[src/rtl/bidir_line_pkg.sv]
// Shared types and defaults for the half-duplex line controller.
package bidir_line_pkg;

  localparam int DEF_WIDTH       = 8;
  localparam int DEF_TURN_CYCLES = 2;

  typedef enum logic [2:0] {
    ST_IDLE,
    ST_TX_TURN,
    ST_TX_SHIFT,
    ST_TX_REL,
    ST_RX_SHIFT
  } line_state_e;

endpackage

[src/rtl/bidir_bit_counter.sv]
// Loadable down-counter with terminal-count flag, shared by the turn and shift phases.
module bidir_bit_counter #(
  parameter int CW = 4
) (
  input  logic          clk,
  input  logic          rst_n,
  input  logic          load_i,
  input  logic [CW-1:0] load_val_i,
  output logic          tc_o
);

  logic [CW-1:0] cnt_q, cnt_d;

  always_comb begin
    cnt_d = cnt_q;
    if (load_i) begin
      cnt_d = load_val_i;
    end else if (cnt_q != '0) begin
      cnt_d = cnt_q - 1'b1;
    end
  end

  always_ff @(posedge clk or negedge rst_n) begin
    if (!rst_n) begin
      cnt_q <= '0;
    end else begin
      cnt_q <= cnt_d;
    end
  end

  assign tc_o = (cnt_q == '0);

endmodule

[src/rtl/bidir_line_ctrl.sv]
// Half-duplex serial controller: shifts words onto / off one shared line and
// drives the buffer direction enable with idle turnaround gaps around each burst.
module bidir_line_ctrl
  import bidir_line_pkg::*;
#(
  parameter int WIDTH       = DEF_WIDTH,
  parameter int TURN_CYCLES = DEF_TURN_CYCLES
) (
  input  logic             clk,
  input  logic             rst_n,
  input  logic [WIDTH-1:0] tx_data,
  input  logic             tx_valid,
  output logic             tx_ready,
  input  logic             rx_req,
  output logic [WIDTH-1:0] rx_data,
  output logic             rx_valid,
  output logic             pad_out,
  output logic             pad_oe,
  input  logic             pad_in,
  output logic             busy
);

  localparam int CNT_MAX = (WIDTH > TURN_CYCLES) ? WIDTH : TURN_CYCLES;
  localparam int CW      = $clog2(CNT_MAX + 1);
  localparam logic [CW-1:0] SHIFT_LD = CW'(WIDTH - 1);
  localparam logic [CW-1:0] TURN_LD  = CW'(TURN_CYCLES - 1);

  line_state_e      state_q, state_d;
  logic [WIDTH-1:0] shreg_q, shreg_d;
  logic [WIDTH-1:0] rx_data_q, rx_data_d;
  logic             rx_valid_q, rx_valid_d;
  logic             pad_oe_q, pad_oe_d;
  logic             pad_out_q, pad_out_d;
  logic             cnt_load;
  logic [CW-1:0]    cnt_load_val;
  logic             cnt_tc;

  bidir_bit_counter #(.CW(CW)) u_cnt (
    .clk        (clk),
    .rst_n      (rst_n),
    .load_i     (cnt_load),
    .load_val_i (cnt_load_val),
    .tc_o       (cnt_tc)
  );

  // Handshake: a word transfers on a rising edge where tx_valid && tx_ready;
  // tx_ready is only offered in IDLE with no pending receive request.
  assign tx_ready = (state_q == ST_IDLE) && !rx_req;

  always_comb begin
    state_d    = state_q;
    shreg_d    = shreg_q;
    rx_data_d  = rx_data_q;
    rx_valid_d = 1'b0;
    pad_oe_d   = 1'b0;
    pad_out_d  = 1'b0;

    case (state_q)
      ST_IDLE: begin
        if (rx_req) begin
          state_d = ST_RX_SHIFT;
        end else if (tx_valid) begin
          shreg_d = tx_data;
          state_d = ST_TX_TURN;
        end
      end
      ST_TX_TURN:  if (cnt_tc) state_d = ST_TX_SHIFT;
      ST_TX_SHIFT: if (cnt_tc) state_d = ST_TX_REL;
      ST_TX_REL:   if (cnt_tc) state_d = ST_IDLE;
      ST_RX_SHIFT: begin
        shreg_d = {pad_in, shreg_q[WIDTH-1:1]};
        if (cnt_tc) begin
          rx_data_d  = shreg_d;
          rx_valid_d = 1'b1;
          state_d    = ST_IDLE;
        end
      end
      default: state_d = ST_IDLE;
    endcase

    // Line outputs are computed from the state being entered so they leave a flop.
    if (state_d == ST_TX_SHIFT) begin
      pad_oe_d  = 1'b1;
      pad_out_d = shreg_q[0];
      shreg_d   = {1'b0, shreg_q[WIDTH-1:1]};
    end

    cnt_load = (state_d != state_q);
    if (state_d == ST_TX_SHIFT || state_d == ST_RX_SHIFT) begin
      cnt_load_val = SHIFT_LD;
    end else if (state_d == ST_IDLE) begin
      cnt_load_val = '0;
    end else begin
      cnt_load_val = TURN_LD;
    end
  end

  always_ff @(posedge clk or negedge rst_n) begin
    if (!rst_n) begin
      state_q    <= ST_IDLE;
      shreg_q    <= '0;
      rx_data_q  <= '0;
      rx_valid_q <= 1'b0;
      pad_oe_q   <= 1'b0;
      pad_out_q  <= 1'b0;
    end else begin
      state_q    <= state_d;
      shreg_q    <= shreg_d;
      rx_data_q  <= rx_data_d;
      rx_valid_q <= rx_valid_d;
      pad_oe_q   <= pad_oe_d;
      pad_out_q  <= pad_out_d;
    end
  end

  assign rx_data  = rx_data_q;
  assign rx_valid = rx_valid_q;
  assign pad_oe   = pad_oe_q;
  assign pad_out  = pad_out_q;
  assign busy     = (state_q != ST_IDLE);

endmodule

[config.mk]
export PLATFORM = sky130hd
export DESIGN_NAME = bidir_line_ctrl
export DESIGN_NICKNAME = d
export VERILOG_FILES = /design/src/rtl/bidir_line_pkg.sv /design/src/rtl/bidir_bit_counter.sv /design/src/rtl/bidir_line_ctrl.sv
export SDC_FILE = /design/constraint.sdc
export NUM_CORES = 1
export LEC_CHECK = 0
export ABC_AREA = 1
export BUFFER_PORTS_ARGS = -buffer_cell sky130_fd_sc_hd__buf_4
export CAP_MARGIN = 5
export CORE_MARGIN = 3
export CORE_UTILIZATION = 40
export CTS_BUF_LIST = sky130_fd_sc_hd__clkbuf_8
export DETAILED_ROUTE_END_ITERATION = 6
export GPL_ROUTABILITY_DRIVEN = 0
export HOLD_SLACK_MARGIN = 0.03
export SYNTH_ARGS = -nofsm -noshare
export SYNTH_HDL_FRONTEND = slang
export SYNTH_SLANG_ARGS = --single-unit
export TNS_END_PERCENT = 1
[constraint.sdc]
create_clock -name clk -period 3.8 [get_ports clk]
set_input_delay 1.14 -clock clk [delete_from_list [all_inputs] [get_ports clk]]
set_output_delay 1.14 -clock clk [all_outputs]
set_load 0.02 [all_outputs]
---- Yosys cells after proc, flatten, opt, wreduce, memory -nomap -nowiden ----
Index checks and enable logic that the tools add are counted.
operators by class
  reduce and logical (&&, ||, !) cells .... 13
  eq/ne operators ......................... 9
  $add $sub $neg .......................... 1
  muxes and demuxes ....................... 18
operator list
  operator             count
  $mux 8               3
  $mux 3               6
  $pmux 8 s2           1
  $pmux 3 s4           1
  $eq 3x2->1 const B   3
  $mux 4               2
  $eq 3x3->1 const B   2
  $logic_not 3->1      2
  $ne 3x2->1 const B   2
  $reduce_bool 3->1    2
  $mux 1               5
  $logic_not 4->1      1
  $reduce_bool 4->1    1
  $sub 4x1->4 const B  1
  $eq 3x1->1 const B   1
  $ne 3x3->1           1
  $reduce_and 3->1     1
  $reduce_and 2->1     1
  $reduce_bool 2->1    1
  $reduce_or 2->1      1
  $logic_and 1x1->1    1
  $logic_not 1->1      1
  $logic_or 1x1->1     1
word-level totals
  word-level logic and storage cells ...... 48
  output and inout bits ................... 13
  bits of input ports ..................... 13
  flip-flop bits (word level) ............. 26

---- Longest topological paths before layout ----
Gate-level depths: netlist of the first run.
  word-level depth ........................ 7
  mapped depth ............................ 12

---- Hierarchy ----
From an unflattened synthesis of the first run, not the netlist that was laid out.
second synthesis, totals
  cell total of the unflattened synthesis .. 193
  area, all modules ....................... 1471.4 sq um
by module, submodules not included
  module             cells an instance  times used  sequential area each (sq um)  area each (sq um)
  bidir_line_ctrl    159                1           550.5                         1228.7
  bidir_bit_counter  34                 1           100.1                         242.7

---- Worst setup path before layout of the first run ----
No wires, ideal clock.
  path type ............................... input to output
  start ................................... in rx_req
  end ..................................... out tx_ready
  setup slack ............................. 1.227 ns
  data required time ...................... 2.660 ns
  arrival ................................. 1.433 ns
  buffers on the path ..................... 0
  cell stages on the path ................. 1
  cell sequence ........................... nor2_1
on the way
  cells in the longest elaborated chain, start to end .. 2
ends and longest elaborated chain
  item               line                   text
  from (decl)        bidir_line_ctrl.sv:14  input logic rx_req,
  $logic_not 1->1    bidir_line_ctrl.sv:48  assign tx_ready = (state_q == ST_IDLE) && !rx_req;
  $logic_and 1x1->1  bidir_line_ctrl.sv:48
  to (decl)          bidir_line_ctrl.sv:13  output logic tx_ready,
Every way passes these cells.

---- Worst setup path after layout of the first run ----
Same ends and word-level chain as after synthesis.

==> flow_summary_export.csv, run 1 <==
group,metric,value,unit
logic_synthesis,post_synth_most_frequent_cells,"nand2_1, dfrtp_1, inv_1, nor2_1, o21ai_0",
timing,fin_setup_tns,0,ns
die,core_area,3180,um^2
job,cap_violations,0,
global_route,wire_length_of_the_first_global_routing_pass,4.85,mm
logic_synthesis,synth_instances,174,
routing,drt_wl_total,2.83,mm
die,die_h,64.8,um
layout,synthToLayoutAreaGrowth,21.3,%
timing,hold_slack,0.482,ns
clock_network,tritoncts_num_sinks,26,
logic_synthesis,synthesis.yosys.warnings,0,
setup_path,worst_setup_path_start_kind,"primary input",
timing,final.setup_skew,0.00214,ns
worst_hold_path,min_delay_worst_endpoint,"rx_data[7]$_DFFE_PN0P_",
timing,finalSetupViolations,0,
routing,viasPerCell,4.72,
clock_network,post_cts_resize_count,0,
timing,hold_viol,0,
global_route,grt_antenna_before_repair,0,
logic_synthesis,synth_most_common_cell,"nand2_1",
layout,final_cell_count_no_fill,244,
outcome,status,"finished clean",
setup_path,setup.reg_to_reg.worst_slack,1.83,ns
logic_synthesis,ys.flop_type,"dfrtp_1",
clock_network,clock_tree.root_cell,"clkbuf_8",
logic_synthesis,synth-edff-count,0,
worst_hold_path,hp-class,"flip-flop to flip-flop",
die,effective_utilization_at_floorplan,43.5,%
logic_synthesis,seq_area_frac_synth,47.1,%
die,placement_rows,20,
global_route,pin_count_of_the_biggest_net_entering_global_routing,27,
setup_path,critPathMaxFanout,3,
clock_network,later_pin_clock_latency_in_the_skew_report,0.27,ns
pwr,vdd.ir_drop.worst,0.407,mV
setup_path,arrival,1.49,ns
setup_path,worstPathRequired,2.66,ns
layout,num_antenna_cells,0,
routing,drt.antenna.violating_nets,0,
worst_hold_path,min_path_cells,2,
layout,final_layout_size_suffix_gt1_share,26.5,%
logic_synthesis,post-synth-top-area-fraction,47.1,%
clock_network,post_cts_setup_buffer_count,0,
logic_synthesis,postSynth.asyncResetShare,100,%
logic_synthesis,synth.cell_area,1380,um^2
timing,timing.max_slew.rel_slack,76.8,%
clock_network,num_cts_buffers,3,
global_route,groute.usage.overall,14.8,%
routing,drt_first_pass_iters,4,
clock_network,holdBufCountCts,0,
placed_design,place.port_buffers,25,
clock_network,cts_htree_levels,1,
routing,routedWlPerCell,11.6,um
layout,finalInstanceArea,1680,um^2
routing,dr.first_iter.drc_count,58,
placed_design,dpl.hpwl,2.14,mm
setup_path,crit-reg2reg-launch,"u_cnt.cnt_q[0]$_DFFE_PN0P_",
timing,timing_max_transition_violations_final,0,
timing,grt_setup_unrepaired,"no",
logic_synthesis,mappedNetlistNets,188,
clock_network,cts_tree,"built",
layout,layout.core_utilization,52.7,%
die,ports_placed_on_the_boundary,26,
logic_synthesis,number_of_synthesized_register_bits,26,
layout,nets,215,
global_route,overflow,0,
logic_synthesis,synth_top_cell_by_area,"dfrtp_1",
setup_path,crit-reg2reg-capture,"shreg_q[7]$_DFFE_PN0P_",
placed_design,placedInstanceArea,1600,um^2
clock_network,clkSlewWorstSetupHoldPaths,0.09,ns
die,die_width,64.8,um
pwr,p_per_area,960,nW/um^2
timing,final_min_period_over_clock_period,69.2,%
logic_synthesis,synthTopCellsByArea,"dfrtp_1, nand2_1, inv_1",
routing,vias,1151,
placed_design,place.detailed.instances,240,
worst_hold_path,source_of_the_worst_hold_timing_path,"rx_data[7]$_DFFE_PN0P_",
timing,period_minus_slack,2.63,ns
global_route,first_global_vias,1053,
setup_path,crit_path_end_kind,"output pin",
pwr,leakagePower,0.902,nW
routing,residual_drc,0,
timing,worst-slew-pin-transition,0.346,ns
logic_synthesis,synth.lib_cells_used.distinct,25,
clock_network,max-clock-path-buffers,2,
die,die_area,4190,um^2
setup_path,reg2regPathDepth,11,
logic_synthesis,syn_area_per_cell,7.94,um^2
timing,clock.fmax,380,MHz
setup_path,worst-setup-path-type,"primary input to output pin",
worst max-delay path by stage:
stage / startpoint / endpoint / depth (start not counted)
4_1_cts: rx_req / tx_ready / 3
2_1_floorplan: rx_req / tx_ready / 1
5_1_grt: rx_req / tx_ready / 3
3_5_place_dp: rx_req / tx_ready / 3
3_3_place_gp: rx_req / tx_ready / 3
6_report: rx_req / tx_ready / 3
critical path: stages:
cell    delay (ns)
buf_4         0.12
nor2_1        0.09
buf_4         0.14
cell families (layout without fill, tap and decap cells):
kind of cell,Yosys count,after routing,share of synthesized area [%]
compound gates,27,27,12.8
xor+xnor,3,3,1.90
fa+ha+maj,1,1,0.906
simple gates,93,93,30.2
flops,26,26,47.1
buf+inv,24,50,7.15
flip-flops by register name, summed over array words and instances, names as in the netlist:
signal,flops
u_cnt.cnt_q,4
rx_valid,1
state_q,3
pad_oe,1
pad_out,1
rx_data,8
shreg_q,8
routing by layer:
metal	up-vias	wire (um)	GRT usage, %	part of all wire, %
li1	605	-	-	-
met4	0	19	3.69	0.67
met1	529	1420	21.5	50
met3	2	124	3.99	4.4
met2	15	1270	21.6	45
met5	-	0	0	0
placed cells by master (no fill, tap or decap), types with 2 or more instances in the layout:
cell and instances:
nand2_4 3, nor2_1 12, clkbuf_8 3, nand2_2 6, inv_2 3, xor2_1 3
nor2_2 2, nand4_1 2, o21ai_0 12, a21oi_1 2, nand3_1 9, dfrtp_1 26
inv_1 18, o21ai_2 7, nand2_1 57, o21ai_1 2, buf_4 25
final cells by class:
cell class                      count  area (um^2)
Sequential cell                    26          651
Clock buffer                        3         41.3
Inverter                           21         78.8
Clock inverter                      1         30.0
Multi-Input combinational cell    124          632
Timing Repair Buffer               25          188
Tap cell                           44         55.1
Fill cell                         322         1500
through the flow:
stage	worst slack [ns]	power, mW
global placement	1.17	1.37
global route	1.14	1.77
floorplan	1.23	1.16
finish	1.17	1.61
detailed placement	1.17	1.39
CTS	1.17	1.62
where the power goes:
part / internal [mW] / total, mW / switching [mW]
Combinational: 0.321 / 0.902 / 0.581
Clock: 0.141 / 0.229 / 0.0878
Sequential: 0.401 / 0.477 / 0.0754
(Power assumes the default switching activity.)
==> run 2, diff against run 1 <==
Settings changed: ABC_AREA 1 to 0.
Clock period 3.8 ns to 2.3 ns, I/O delays scaled along.
==> flow_summary_export.csv, run 2 <==
group,metric,value,unit
global_route,grt_antenna_before_repair,0,
die,effective_utilization_at_floorplan,43.3,%
setup_path,crit_path_end_kind,"output pin",
routing,dr.first_iter.drc_count,69,
logic_synthesis,synth.area.mux_share,11.6,%
pwr,p_sw_share,37.7,%
clock_network,clock_tree.root_cell,"clkbuf_8",
timing,hold_viol,0,
timing,timing.max_slew.rel_slack,69.5,%
placed_design,placedInstanceArea,1610,um^2
logic_synthesis,number_of_synthesized_register_bits,26,
setup_path,crit-reg2reg-launch,"u_cnt.cnt_q[0]$_DFFE_PN0P_",
setup_path,setup.reg_to_reg.worst_slack,0.33,ns
setup_path,worst_setup_path_start_kind,"flip-flop",
die,ports_placed_on_the_boundary,26,
timing,finalSetupViolations,0,
pwr,seqPwrFrac,37.3,%
pwr,leakagePower,0.735,nW
logic_synthesis,synth_compound_gate_area_share,17.6,%
routing,drt.antenna.violating_nets,0,
placed_design,place_worst_setup_slack,0.342,ns
timing,period_minus_slack,2.22,ns
global_route,overflow,0,
logic_synthesis,post_synth_most_frequent_cells,"dfrtp_1, nor2_1, a21oi_1, mux2i_1",
global_route,pin_count_of_the_biggest_net_entering_global_routing,27,
logic_synthesis,share_of_synthesized_cell_area_in_and_or_nand_and_nor_gates,16.0,%
logic_synthesis,post-synth-top-area-fraction,47.6,%
logic_synthesis,mappedNetlistNets,145,
clock_network,clkSlewWorstSetupHoldPaths,0.09,ns
die,placement_rows,20,
routing,viasPerCell,5.27,
clock_network,num_cts_buffers,3,
layout,layout_common_cells,"buf_4, dfrtp_1, nor2_1",
timing,setup_ws,0.0793,ns
logic_synthesis,synth_fa_ha_area_share,0.916,%
layout,nets,173,
pwr,internal-power,1.35,mW
global_route,first_global_vias,1005,
timing,timing_max_transition_violations_final,0,
clock_network,post_cts_resize_count,0,
pwr,power.switching,815,uW
layout,num_antenna_cells,0,
clock_network,post_cts_setup_buffer_count,0,
logic_synthesis,seq_area_frac_synth,47.6,%
logic_synthesis,syn_area_per_cell,10.4,um^2
logic_synthesis,synth.lib_cells_used.distinct,38,
die,die_width,64.4,um
setup_path,critPathMaxFanout,14,
timing,final_min_period_over_clock_period,96.6,%
die,die_h,64.4,um
routing,vias,1065,
logic_synthesis,synthTopCellsByArea,"dfrtp_1, mux2i_1, mux2_2",
logic_synthesis,synth-edff-count,0,
routing,drt_wl_total,2.87,mm
pwr,p_per_area,1290,nW/um^2
clock_network,cts_tree,"built",
logic_synthesis,synthesis.yosys.warnings,0,
die,die_area,4150,um^2
routing,residual_drc,0,
logic_synthesis,postSynth.asyncResetShare,100,%
setup_path,worst-setup-path-type,"flip-flop to output pin",
logic_synthesis,synth_top_cell_by_area,"dfrtp_1",
timing,grt_setup_unrepaired,"no",
logic_synthesis,synth_most_common_cell,"dfrtp_1",
timing,final.setup_skew,0.00290,ns
placed_design,dpl.hpwl,2.11,mm
routing,routedWlPerCell,14.2,um
clock_network,max-clock-path-buffers,2,
clock_network,cts_htree_levels,1,
placed_design,place.port_buffers,25,
routing,drt_first_pass_iters,5,
clock_network,tritoncts_num_sinks,26,
setup_path,crit-reg2reg-capture,"shreg_q[1]$_DFFE_PN0P_",
logic_synthesis,synth_top_family_by_area,"compound AO/OA/AOI/OAI gates",
layout,final_layout_size_suffix_gt1_share,31.6,%
logic_synthesis,synth_xor_area_share,0.641,%
layout,synthToLayoutAreaGrowth,22.9,%
timing,clock.fmax,450,MHz
pwr,vdd.ir_drop.worst,0.593,mV
setup_path,arrival,1.53,ns
clock_network,later_pin_clock_latency_in_the_skew_report,0.26,ns
logic_synthesis,synth_instances,131,
job,cap_violations,0,
timing,fin_setup_tns,0,ns
clock_network,holdBufCountCts,0,
global_route,wire_length_of_the_first_global_routing_pass,4.80,mm
outcome,status,"finished clean",
worst_hold_path,hp-class,"primary input to asynchronous set/reset pin",
timing,hold_slack,0.318,ns
setup_path,reg2regPathDepth,7,
layout,finalInstanceArea,1680,um^2
pwr,power.combinational.fraction,45.3,%
die,core_area,3150,um^2
setup_path,worstPathRequired,1.61,ns
logic_synthesis,synth.cell_area,1370,um^2
timing,worst-slew-pin-transition,0.457,ns
pwr,power.clock.fraction,17.3,%
global_route,groute.usage.overall,14.4,%
logic_synthesis,ys.flop_type,"dfrtp_1",
layout,most_common_library_cell_in_the_layout_ignoring_fill_and_taps,"buf_4",
==> run 2: changes by cell type in the layout (fill, tap and decap cells not counted), moves of 6 or more <==
cell     before  now
a21oi_1       2   12
buf_4        25   31
inv_1        18    6
mux2_2        0    7
mux2i_1       0    8
nand2_1      57    7
nand2_2       6    0
nand3_1       9    0
o21ai_0      12    5
o21ai_2       7    0
==> run 2: worst max-delay path, stage by stage (launching register included) <==
cell and delay (ns):
dfrtp_2 0.50, or3_1 0.35, nor2_1 0.22, buf_4 0.19
==> run 2: kinds of logic (layout without fill, tap and decap cells) <==
family / count (synthesis) / in the layout
compound gates: 35 / 35
xor+xnor: 1 / 1
fa+ha+maj: 1 / 1
buf+inv: 14 / 41
flops: 26 / 26
mux: 15 / 15
simple gates: 39 / 39
==> run 2: worst max path at each step <==
stage                          from       end  slack, ns  cells past startpoint
2_1_floorplan  state_q[1]$_DFF_PN0_  tx_ready       0.15                      3
3_3_place_gp   state_q[2]$_DFF_PN0_  tx_ready       0.36                      3
3_5_place_dp   state_q[2]$_DFF_PN0_  tx_ready       0.34                      3
4_1_cts        state_q[2]$_DFF_PN0_  tx_ready       0.03                      3
5_1_grt        state_q[2]$_DFF_PN0_  tx_ready       0.04                      3
6_report       state_q[2]$_DFF_PN0_  tx_ready       0.08                      3
==> run 2: through the flow <==
step	total power, mW	utilization (%)	cells
after floorplan	1.49	-	131
after global placement	1.76	51.0	198
after detailed placement	1.80	51.0	198
after CTS	2.18	53.2	202
after global routing	2.32	53.3	202
final	2.16	53.3	202
==> run 2: cell type report <==
cell class / instances / area (um^2)
clock buffer: 3 / 41.3
multi-input combinational: 91 / 646
sequential: 26 / 652
timing repair buffer: 31 / 233
tap: 44 / 55.1
inverter: 6 / 22.5
fill: 298 / 1470
clock inverter: 1 / 30.0
==> run 2: power groups by stage <==
stage	registers, mW	logic (mW)	clock network, mW
floorplan	0.853	0.637	0
finish	0.806	0.979	0.375
detailed placement	0.809	0.990	0
global route	0.835	1.08	0.404
CTS	0.803	0.991	0.389
global placement	0.802	0.961	0
==> run 2: metal layers <==
metal	track usage [%]	routed length, um
met2	23.8	1420
met1	19.9	1290
met5	0	0
met4	3.17	11
met3	2.25	148
==> run 3, diff against run 2 <==
Settings changed: HOLD_SLACK_MARGIN 0.03 to 0.06, PLACE_DENSITY_LB_ADDON set to 0.15.
Clock period 2.3 ns to 2.5 ns, I/O delays scaled along.
==> flow_summary_export.csv, run 3 (synthesis gave the netlist of run 2 again) <==
group,metric,value,unit
outcome,status,"finished clean",
setup_path,worst-setup-path-type,"flip-flop to output pin",
clock_network,tritoncts_num_sinks,26,
timing,final.setup_skew,0.00124,ns
routing,vias,1045,
die,die_area,4150,um^2
pwr,leakagePower,0.718,nW
clock_network,cts_htree_levels,1,
pwr,vdd.ir_drop.worst,0.519,mV
setup_path,crit_slowest_cell,"dfrtp_1",
clock_network,post_cts_resize_count,0,
setup_path,worstPathRequired,1.75,ns
routing,routedWlPerCell,13.5,um
global_route,groute.usage.overall,14.4,%
die,placement_rows,20,
routing,residual_drc,0,
layout,layout.filler_cells,319,
setup_path,critPathMaxFanout,14,
timing,fin_setup_tns,0,ns
die,effective_utilization_at_floorplan,43.3,%
timing,worst-slew-pin-transition,0.595,ns
timing,timing_max_transition_violations_final,0,
layout,ff_latch_area,651,um^2
timing,period_minus_slack,2.35,ns
setup_path,arrival,1.60,ns
setup_path,worst_setup_path_start_kind,"flip-flop",
placed_design,place.port_buffers,25,
layout,synthToLayoutAreaGrowth,20.5,%
worst_hold_path,hp-class,"primary input to asynchronous set/reset pin",
timing,clock.fmax,425,MHz
global_route,grt_antenna_before_repair,0,
timing,grt_setup_unrepaired,"no",
setup_path,cp.buffers_inverters,1,
die,core_area,3150,um^2
global_route,wire_length_of_the_first_global_routing_pass,4.77,mm
clock_network,clock_tree.root_cell,"clkbuf_8",
layout,layout_common_cells,"buf_4, dfrtp_1, nor2_1",
routing,dr.first_iter.drc_count,53,
timing,timing.max_slew.rel_slack,60.3,%
placed_design,dpl.hpwl,1.98,mm
global_route,pin_count_of_the_biggest_net_entering_global_routing,27,
routing,drt_wl_total,2.71,mm
layout,most_common_library_cell_in_the_layout_ignoring_fill_and_taps,"buf_4",
clock_network,holdBufCountCts,0,
clock_network,post_cts_setup_buffer_count,0,
setup_path,slowest_delay,0.54,ns
placed_design,placedInstanceArea,1590,um^2
pwr,p_per_area,1140,nW/um^2
clock_network,cts_tree,"built",
timing,finalSetupViolations,0,
job,cap_violations,0,
layout,layout.core_utilization,52.2,%
routing,viasPerCell,5.23,
setup_path,crit_path_end_kind,"output pin",
die,die_width,64.4,um
die,die_h,64.4,um
clock_network,later_pin_clock_latency_in_the_skew_report,0.26,ns
global_route,first_global_vias,1051,
layout,combined_area_of_the_multi_input_logic_cells,646,um^2
layout,nets,171,
layout,final_layout_size_suffix_gt1_share,30.1,%
layout,finalInstanceArea,1650,um^2
timing,hold_viol,0,
clock_network,max-clock-path-buffers,2,
layout,num_antenna_cells,0,
routing,drt_first_pass_iters,4,
die,ports_placed_on_the_boundary,26,
setup_path,cells_along_the_critical_path,"or3_1, nor2_1, buf_4",
setup_path,critical-path-top-delay-family,"simple AND/OR/NAND/NOR gates",
clock_network,num_cts_buffers,3,
clock_network,clkSlewWorstSetupHoldPaths,0.09,ns
global_route,overflow,0,
timing,final_min_period_over_clock_period,94.2,%
routing,drt.antenna.violating_nets,0,
[run 3: cell count changes in the layout (fill, tap and decap cells not counted), sizes merged]
cell / previous run / this run
bufinv: 1 / 0
clkbuf: 3 / 4
buf: 31 / 29
[run 3: final timing paths]
kind	slack [ns]	start	cells past startpoint	to
max	0.15	state_q[2]$_DFF_PN0_	3	tx_ready
min	0.37	rst_n	1	state_q[0]$_DFF_PN0_
max reg2reg	0.31	u_cnt.cnt_q[0]$_DFFE_PN0P_	6	shreg_q[5]$_DFFE_PN0P_
min reg2reg	0.49	rx_data[7]$_DFFE_PN0P_	2	rx_data[7]$_DFFE_PN0P_
max in group asynchronous	1.88	rst_n	1	shreg_q[2]$_DFFE_PN0P_
min in group clk	0.49	rx_data[7]$_DFFE_PN0P_	2	rx_data[7]$_DFFE_PN0P_
[run 3: final cells by class]
type	count	area share, %
Clock buffer	4	3.34
Timing Repair Buffer	29	13.2
Tap cell	44	3.34
Multi-Input combinational cell	91	39.2
Sequential cell	26	39.5
Inverter	6	1.37
[run 3: power by group]
group / switching [mW] / internal, mW
Clock: 0.129 / 0.141
Combinational: 0.461 / 0.409
Sequential: 0.145 / 0.595
[run 3: layer usage]
| metal | vias up | GRT usage (%) | part of all wire (%) |
|---|---|---|---|
| met2 | 22 | 25.1 | 48 |
| met4 | 0 | 3.96 | 0.78 |
| met3 | 2 | 2.43 | 4.7 |
| li1 | 515 | - | - |
| met1 | 506 | 18.3 | 46 |
| met5 | - | 0 | 0 |
[run 3: stage by stage]
step	hold WS [ns]	instances	total power, mW	setup WS (ns)
after floorplan	0.453	131	1.37	0.289
after global placement	0.465	196	1.60	0.403
after detailed placement	0.478	196	1.62	0.337
after CTS	0.390	200	1.90	0.140
after global routing	0.399	200	2.03	0.0281
final	0.371	200	1.88	0.146
